`src/rtl/display_pkg.sv`:
```
`default_nettype none
// ============================================================================
// Module      : display_pkg
// Description : Shared constants and helpers for the multiplexed display
//               scanner: anode-off pattern, active-low one-hot anode helper
//               and the digit-index width helper.
// Revision    : 1.0 - initial release
// ============================================================================
package display_pkg;

    // Upper bound on supported digit count (anode helper width).
    localparam int MAX_DIGITS = 32;

    // All anodes inactive (common-anode bank, active-low enables).
    localparam logic [MAX_DIGITS-1:0] ANODE_OFF = '1;

    // Width of a digit index able to address DIGITS positions (minimum 1 bit).
    function automatic int unsigned idx_width(input int unsigned digits);
        return (digits > 1) ? $clog2(digits) : 1;
    endfunction

    // Active-low one-hot enable for digit idx; out-of-range idx yields all off.
    function automatic logic [MAX_DIGITS-1:0] onehot_n(input int unsigned idx,
                                                       input int unsigned digits);
        logic [MAX_DIGITS-1:0] v;
        v = ANODE_OFF;
        if (idx < digits) begin
            v = ANODE_OFF & ~(MAX_DIGITS'(1) << idx);
        end
        return v;
    endfunction

endpackage : display_pkg
`default_nettype wire

```
`src/rtl/refresh_prescaler.sv`:
```
`default_nettype none
// ============================================================================
// Module      : refresh_prescaler
// Description : Free-running 0..REFRESH_DIV-1 counter; tick is high during
//               the last count of each digit slot.
// Revision    : 1.0 - initial release
// ============================================================================
module refresh_prescaler #(
    parameter int REFRESH_DIV = 50000
) (
    input  logic clk,
    input  logic rst_n,
    output logic tick
);

    localparam int                CNT_W = (REFRESH_DIV > 1) ? $clog2(REFRESH_DIV) : 1;
    localparam logic [CNT_W-1:0]  C_LAST = CNT_W'(REFRESH_DIV - 1);

    logic [CNT_W-1:0] count_q;
    logic [CNT_W-1:0] count_d;

    assign tick = (count_q == C_LAST);

    // Wrap to zero after the last count, otherwise increment.
    always_comb begin
        count_d = count_q + 1'b1;
        if (tick) begin
            count_d = '0;
        end
    end

    // Counter register, cleared asynchronously.
    always_ff @(posedge clk or negedge rst_n) begin
        if (!rst_n) begin
            count_q <= '0;
        end else begin
            count_q <= count_d;
        end
    end

endmodule : refresh_prescaler
`default_nettype wire

```
`src/rtl/display_scanner.sv`:
```
`default_nettype none
// ============================================================================
// Module      : display_scanner
// Description : Time-multiplexes a packed DIGITS x N hex value onto a shared
//               seven-segment decoder and a common-anode digit bank.
//               Loads go to a shadow buffer and are copied into the display
//               buffer only at frame boundaries, so a frame never tears.
// Revision    : 1.0 - initial release
// ============================================================================
module display_scanner
    import display_pkg::*;
#(
    parameter int N           = 4,
    parameter int DIGITS      = 4,
    parameter int REFRESH_DIV = 50000
) (
    input  logic                clk,
    input  logic                rst_n,
    input  logic [DIGITS*N-1:0] value,
    input  logic                load,
    input  logic                blankLeading,
    output logic                ready,
    output logic [N-1:0]        digitNibble,
    output logic [DIGITS-1:0]   anodeN,
    output logic                frameStart
);

    localparam int IDX_W = idx_width(DIGITS);
    typedef logic [IDX_W-1:0] digit_idx_t;
    localparam digit_idx_t C_LAST_IDX = IDX_W'(DIGITS - 1);

    logic                w_tick;
    logic                w_last;
    logic                w_boundary;
    logic                w_accept;
    logic                w_blank;

    digit_idx_t          idx_q,     idx_d;
    logic [DIGITS*N-1:0] display_q, display_d;
    logic [DIGITS*N-1:0] shadow_q,  shadow_d;
    logic                pending_q, pending_d;
    logic                ready_q;
    logic                wrap_q;
    logic [N-1:0]        nibble_q,  nibble_d;
    logic [DIGITS-1:0]   anode_q,   anode_d;
    logic                frame_q;

    refresh_prescaler #(
        .REFRESH_DIV (REFRESH_DIV)
    ) u_prescaler (
        .clk   (clk),
        .rst_n (rst_n),
        .tick  (w_tick)
    );

    assign w_last     = (idx_q == C_LAST_IDX);
    assign w_boundary = w_tick && w_last;
    assign w_accept   = load && ready_q;

    // Digit index, buffer transfer and load acceptance next-state.
    always_comb begin
        idx_d     = idx_q;
        display_d = display_q;
        shadow_d  = shadow_q;
        pending_d = pending_q;
        if (w_tick) begin
            idx_d = w_last ? '0 : idx_q + 1'b1;
        end
        // Boundary uses the pre-edge pending, so a same-edge accept waits a frame.
        if (w_boundary && pending_q) begin
            display_d = shadow_q;
            pending_d = 1'b0;
        end
        if (w_accept) begin
            shadow_d  = value;
            pending_d = 1'b1;
        end
    end

    // Output decode for the currently selected digit, with leading-zero blanking.
    always_comb begin
        w_blank  = blankLeading && (idx_q != '0) &&
                   ((display_q >> (int'(idx_q) * N)) == '0);
        nibble_d = N'(display_q >> (int'(idx_q) * N));
        anode_d  = DIGITS'(onehot_n(int'(idx_q), DIGITS));
        if (w_blank) begin
            nibble_d = '0;
            anode_d  = DIGITS'(ANODE_OFF);
        end
    end

    // State and registered outputs; frameStart trails the wrap by one cycle
    // so it lines up with the first output cycle showing digit 0.
    always_ff @(posedge clk or negedge rst_n) begin
        if (!rst_n) begin
            idx_q     <= '0;
            display_q <= '0;
            shadow_q  <= '0;
            pending_q <= 1'b0;
            ready_q   <= 1'b1;
            wrap_q    <= 1'b0;
            nibble_q  <= '0;
            anode_q   <= '1;
            frame_q   <= 1'b0;
        end else begin
            idx_q     <= idx_d;
            display_q <= display_d;
            shadow_q  <= shadow_d;
            pending_q <= pending_d;
            ready_q   <= ~pending_d;
            wrap_q    <= w_boundary;
            nibble_q  <= nibble_d;
            anode_q   <= anode_d;
            frame_q   <= wrap_q;
        end
    end

    assign ready       = ready_q;
    assign digitNibble = nibble_q;
    assign anodeN      = anode_q;
    assign frameStart  = frame_q;

endmodule : display_scanner
`default_nettype wire

```
`config.mk`:
```
export PLATFORM = sky130hd
export DESIGN_NAME = display_scanner
export DESIGN_NICKNAME = d
export VERILOG_FILES = /design/src/rtl/display_pkg.sv /design/src/rtl/refresh_prescaler.sv /design/src/rtl/display_scanner.sv
export SDC_FILE = /design/constraint.sdc
export NUM_CORES = 1
export LEC_CHECK = 0
export ABC_AREA = 1
export BUFFER_PORTS_ARGS = -buffer_cell sky130_fd_sc_hd__buf_2
export CORE_MARGIN = 1.5
export CORE_UTILIZATION = 39
export DETAILED_ROUTE_END_ITERATION = 7
export PLACE_DENSITY_LB_ADDON = 0.25
export SYNTH_ARGS = -nofsm -noshare
export SYNTH_HDL_FRONTEND = slang
export SYNTH_HIERARCHICAL = 1
export SYNTH_SLANG_ARGS = --single-unit
```
`constraint.sdc`:
```
create_clock -name clk -period 2.3 [get_ports clk]
set_input_delay 0.23 -clock clk [delete_from_list [all_inputs] [get_ports clk]]
set_output_delay 0.23 -clock clk [all_outputs]
set_load 0.01 [all_outputs]
```
After elaboration in Yosys (flattened, before gate mapping)
Index checks and enable logic that the tools add are counted.
{"block": "op_classes", "n_mux": 6, "n_eq_ne": 2, "n_reduce_logical": 7, "add_sub_neg": 2, "bitwise": 2, "n_shift": 2}
{"op": "$add A16 B1 Y16 const B", "n": 1}
{"op": "$eq A16 B16 Y1 const B", "n": 1}
{"op": "$logic_not A16 Y1", "n": 1}
{"op": "$mux W16", "n": 1}
{"op": "$shr A16 B4 Y16", "n": 1}
{"op": "$mux W4", "n": 2}
{"op": "$logic_and A1 B1 Y1", "n": 5}
{"op": "$not A4 Y4", "n": 1}
{"op": "$shl A1 B2 Y4 const A", "n": 1}
{"op": "$add A2 B1 Y2 const B", "n": 1}
{"op": "$eq A2 B2 Y1 const B", "n": 1}
{"op": "$mux W1", "n": 2}
{"op": "$mux W2", "n": 1}
{"op": "$reduce_bool A2 Y1", "n": 1}
{"op": "$not A1 Y1", "n": 1}
{"block": "totals", "wordCells": 31, "register_bits": 62, "in_bits": 20, "out_inout_bits": 10}

Logic depth before layout (Yosys ltp)
{"block": "depth", "ltp_word": 6, "ltp_mapped": 12, "mapped_depth_nobuf": 11}

By module
Netlist, hierarchy kept.
{"mod": "display_scanner", "area_each_um2": 1910.6, "cells_per_inst": 205, "n_inst": 1}
{"mod": "refresh_prescaler", "area_each_um2": 877.1, "cells_per_inst": 121, "n_inst": 1}

Worst setup path after synthesis
Ideal clock, no wire load.
{"block": "synth_timing", "kind": "flip-flop to flip-flop", "start": "register u_prescaler.count_q[0]", "end": "register display_q[13]", "slack_ns": 0.537, "t_arrival_ns": 1.638, "setup_ns": 0.125, "n_path_buf": 1, "period_less_slack_ns": 1.763, "stages_incl_launch_ff": 11, "cell_sequence": "dfrtp_1 > ha_1 > nand3_2 > nor2_1 > nand2_2 > inv_2 > nand2_1 > inv_2 > nand2_2 > buf_6 > mux2_4"}
{"block": "synth_via", "elab_chain_cells": 3}
{"element": "start: declaration", "line_no": "refresh_prescaler.sv:19", "source": "logic [CNT_W-1:0] count_q;"}
{"element": "start signal: assignment", "line_no": "refresh_prescaler.sv:37", "source": "count_q <= count_d;"}
{"element": "$eq A16 B16 Y1", "line_no": "refresh_prescaler.sv:22", "source": "assign tick = (count_q == C_LAST);"}
{"element": "net w_tick", "line_no": "display_scanner.sv:32", "source": "logic w_tick;"}
{"element": "$logic_and A1 B1 Y1", "line_no": "display_scanner.sv:57", "source": "assign w_boundary = w_tick && w_last;"}
{"element": "net w_boundary", "line_no": "display_scanner.sv:34", "source": "logic w_boundary;"}
{"element": "$logic_and A1 B1 Y1", "line_no": "display_scanner.sv:70", "source": "if (w_boundary && pending_q) begin"}
{"element": "end signal: assignment", "line_no": "display_scanner.sv:107", "source": "display_q <= display_d;"}
{"element": "end: declaration", "line_no": "display_scanner.sv:39", "source": "logic [DIGITS*N-1:0] display_q, display_d;"}
The timed path passes the listed nets, and every way through them passes these cells.
A chain may end at the register's enable or synchronous reset.

Final worst setup path
{"block": "layout_timing", "start": "register u_prescaler.count_q[0]", "end": "register display_q[14]"}
Same word-level chain as after synthesis.

==> metrics.csv <==
stage,metric,value,unit
grt,initial antenna violation count,0,
cts,CTS tree,yes,
floorplan,core area,6870,sq um
synthesis,Netlist cell types,26,
critical_path,highest net fanout along the worst path,28,
cts,"Reg clk slew, reported paths",0.08,ns
pwr,pwr/cell area,622,nW/um^2
synthesis,"Async S/R FF share, synth",100,%
pwr,clock power share,43.7,%
detailed_routing,routed len/inst,10.9,um
synthesis,post-synth top area cell,dfrtp_1,
timing,Slew Limit Fails,0,
pwr,Peak VDD IR,0.334,mV
grt,grt total ovfl,0,
grt,pin count of the biggest net entering global routing,29,
floorplan,FP Rows,30,
final_layout,area grow syn2layout,15.6,%
pwr,Comb pwr share,1.9,%
critical_path,"setup slack, reg-to-reg",0.37,ns
cts,Num CTS Buffers,9,
synthesis,post-synthesis cell area,2790,sq um
pwr,Psw,0.000497,W
detailed_routing,vias per inst,4.50,
timing,final setup vio count,0,
timing,Fin Hold WS,0.114,ns
critical_path,Worst Path Arrival,2.16,ns
timing,Final Cycle Share,83.9,%
placement,port bufs,29,
synthesis,Yosys top cell area share,51.2,%
placement,dpl hpwl,3640,um
final_layout,ant diodes,0,
floorplan,Initial Utilization,40.6,%
grt,first-pass GRT wire length,8960,um
placement,Post-DP Area,3030,sq um
timing,Rel. slew slack,63.7,%
pwr,Power Total,0.00200,W
synthesis,average size of a mapped cell,8.55,sq um
outcome,status,completed,
synthesis,syn nets,351,
final_layout,Final #Nets,388,
cts,Max Buffers Root-to-Sink,2,
cts,TritonCTS Sinks,62,
flow_run,max-cap violations,0,
synthesis,Synth Area in Compound Gates,6.37,%
timing,fmax,518,MHz
grt,Tot GR Track Use,15.4,%
final_layout,layout cells sized above 1,18.5,%
floorplan,Die W,87.5,um
detailed_routing,DRT iter0 DRCs,130,
synthesis,Syn. warnings,6,
detailed_routing,drt drc,0,
cts,clk_lat worst skew,0.35,ns
synthesis,Synth Area in Adders,2.24,%
synthesis,largest family of logic cells by synthesized area,simple AND/OR/NAND/NOR gates,
detailed_routing,DR pass1 iterations,4,
cts,Root Driver,clkbuf_8,
grt,vias in the first global route,1959,
synthesis,XOR/XNOR share of the synthesized area,1.57,%
synthesis,Main synth FF type,dfrtp_1,
synthesis,top post-synthesis cells by count,"84 x nand2_1, 57 x dfrtp_1, 50 x nor2_1",
synthesis,Post-synth EDFFs,0,
synthesis,post-synthesis simple-gate area fraction,23.5,%
floorplan,# IOs,30,
synthesis,top-count cell post-synth,nand2_1,
synthesis,flip-flop and latch count after synthesis,62,
timing,setup_tns,0,ns
cts,htree depth,3,
critical_path,critical path launch point type,register,
synthesis,synthesized netlist cell count,326,
critical_path,Crit Path Class,register to register,
critical_path,Setup crit end kind,register,
worst_hold_path,Worst Hold Class,primary input to register,
detailed_routing,WL final,5050,um
timing,worst slew pin tran,0.544,ns
detailed_routing,antenna-violating nets left,0,
synthesis,mux cell area share after synthesis,2.29,%
timing,"Hold Vio Cnt, Final",0,
synthesis,"Seq/Total Area, Yosys",55.9,%
floorplan,Die Y,87.5,um
pwr,switching share of power,24.8,%
floorplan,Die ar.,7660,sq um
placement,GP Congestion,0.847,
pwr,sequential power share,54.4,%
final_layout,final instance area,3220,sq um
cts,Post-CTS Resized,0,
timing,Final Skew,0.0125,ns
timing,RSZ-0062 raised after global routing,no,
pwr,leakage,1.75,nW
critical_path,Critical Path RT,2.53,ns
detailed_routing,via count,2087,
timing,minimum clock period,1.93,ns
synthesis,Area contributors post-synth,"dfrtp_1 51%, nand2_1 11%, nor2_1 6.7%",
pwr,Int Pwr,0.00151,W
==> cells by family (layout without fill, tap and decap cells) <==
| kind of cell | after synthesis | count (layout) |
|---|---|---|
| muxes | 5 | 5 |
| xor gates and xnor gates | 5 | 5 |
| buffers and inverters | 55 | 97 |
| and+or+nand+nor | 159 | 159 |
| AOI/OAI and AO/OA | 35 | 35 |
| adders and majority gates | 5 | 5 |
| DFF | 62 | 62 |
==> final timing paths <==
check / from / endpoint / depth (start not counted)
worst min-delay path: value[14] / shadow_q[14]$_DFFE_PN0P_ / 2
max in group asynchronous: rst_n / display_q[3]$_DFFE_PN0P_ / 3
worst min register to register: wrap_q$_DFF_PN0_ / frameStart$_DFF_PN0_ / 0
worst max register to register: u_prescaler/count_q[0]$_DFF_PN0_ / display_q[14]$_DFFE_PN0P_ / 11
worst max-delay path: u_prescaler/count_q[0]$_DFF_PN0_ / display_q[14]$_DFFE_PN0P_ / 11
min in group asynchronous: rst_n / u_prescaler/count_q[10]$_DFF_PN0_ / 2
==> worst max-delay path: stages (launching register included) <==
cell	delay, ns
dfrtp_1	0.39
ha_1	0.21
nand3_2	0.15
nor2_1	0.16
nand2_2	0.11
inv_2	0.14
nand2_1	0.09
inv_2	0.08
nand2_2	0.08
buf_4	0.22
nor2_1	0.13
a21oi_1	0.05
==> per-stage QoR <==
step | utilization, % | setup slack [ns] | cells
2_1_floorplan | - | 0.537 | 326
3_3_place_gp | 44.1 | 0.475 | 447
3_5_place_dp | 44.1 | 0.370 | 447
4_1_cts | 46.9 | 0.355 | 464
5_1_grt | 46.9 | 0.208 | 464
6_report | 46.9 | 0.370 | 464
==> placed cells by master (no fill, tap or decap) <==
master,n
and2_1,1
nand4_1,2
nor2_1,50
o21ai_1,1
a21oi_1,15
nand3b_1,1
dlygate4sd3_1,1
inv_6,3
inv_2,4
mux2_4,2
nand3_2,1
nand3_1,14
clkinv_2,1
dfstp_2,5
mux2_2,3
nand2_1,84
nor3_4,1
nor3_1,2
clkinv_4,2
buf_4,4
a31oi_1,2
clkbuf_8,9
clkinvlp_4,1
xor2_1,5
nand2_2,3
o21ai_0,17
inv_1,43
buf_2,29
ha_1,5
dfrtp_1,57
==> layer usage <==
layer / part of all wire [%] / track usage [%] / up-vias
met4: 2.1 / 6.93 / 0
li1: - / - / 1080
met5: 0 / 0 / -
met2: 44 / 23.3 / 46
met3: 4.9 / 5.28 / 10
met1: 49 / 20.2 / 951
==> final cells by class <==
cell class | instances | area [sq um]
inverter | 47 | 176
sequential | 62 | 1560
clock inverter | 7 | 56.3
tap | 96 | 120
multi-input combinational | 209 | 1000
clock buffer | 9 | 124
timing repair buffer | 34 | 185
fill | 686 | 3650
==> power groups by stage <==
| stage | combinational [W] | sequential, W | clock, W |
|---|---|---|---|
| detailed placement | 0.0000401 | 0.00111 | 0 |
| CTS | 0.0000415 | 0.00109 | 0.000906 |
| floorplan | 0.000000178 | 0.00111 | 0 |
| global placement | 0.0000394 | 0.00111 | 0 |
| global route | 0.0000461 | 0.00109 | 0.000963 |
| finish | 0.0000389 | 0.00109 | 0.000876 |
==> repair_timing <==
| item | in CTS | in global routing |
|---|---|---|
| hold buffers | 1 | 0 |
| hold endpoints to repair | 12 | 0 |
| setup buffers | 0 | 0 |
==> flip-flops by register name, indices dropped and copies added (netlist names) <==
register,count
idx_q,2
pending_q,1
shadow_q,16
display_q,16
ready,1
wrap_q,1
anodeN,4
frameStart,1
u_prescaler/count_q,16
digitNibble,4
No activity file was read; power rests on OpenSTA's default activity.
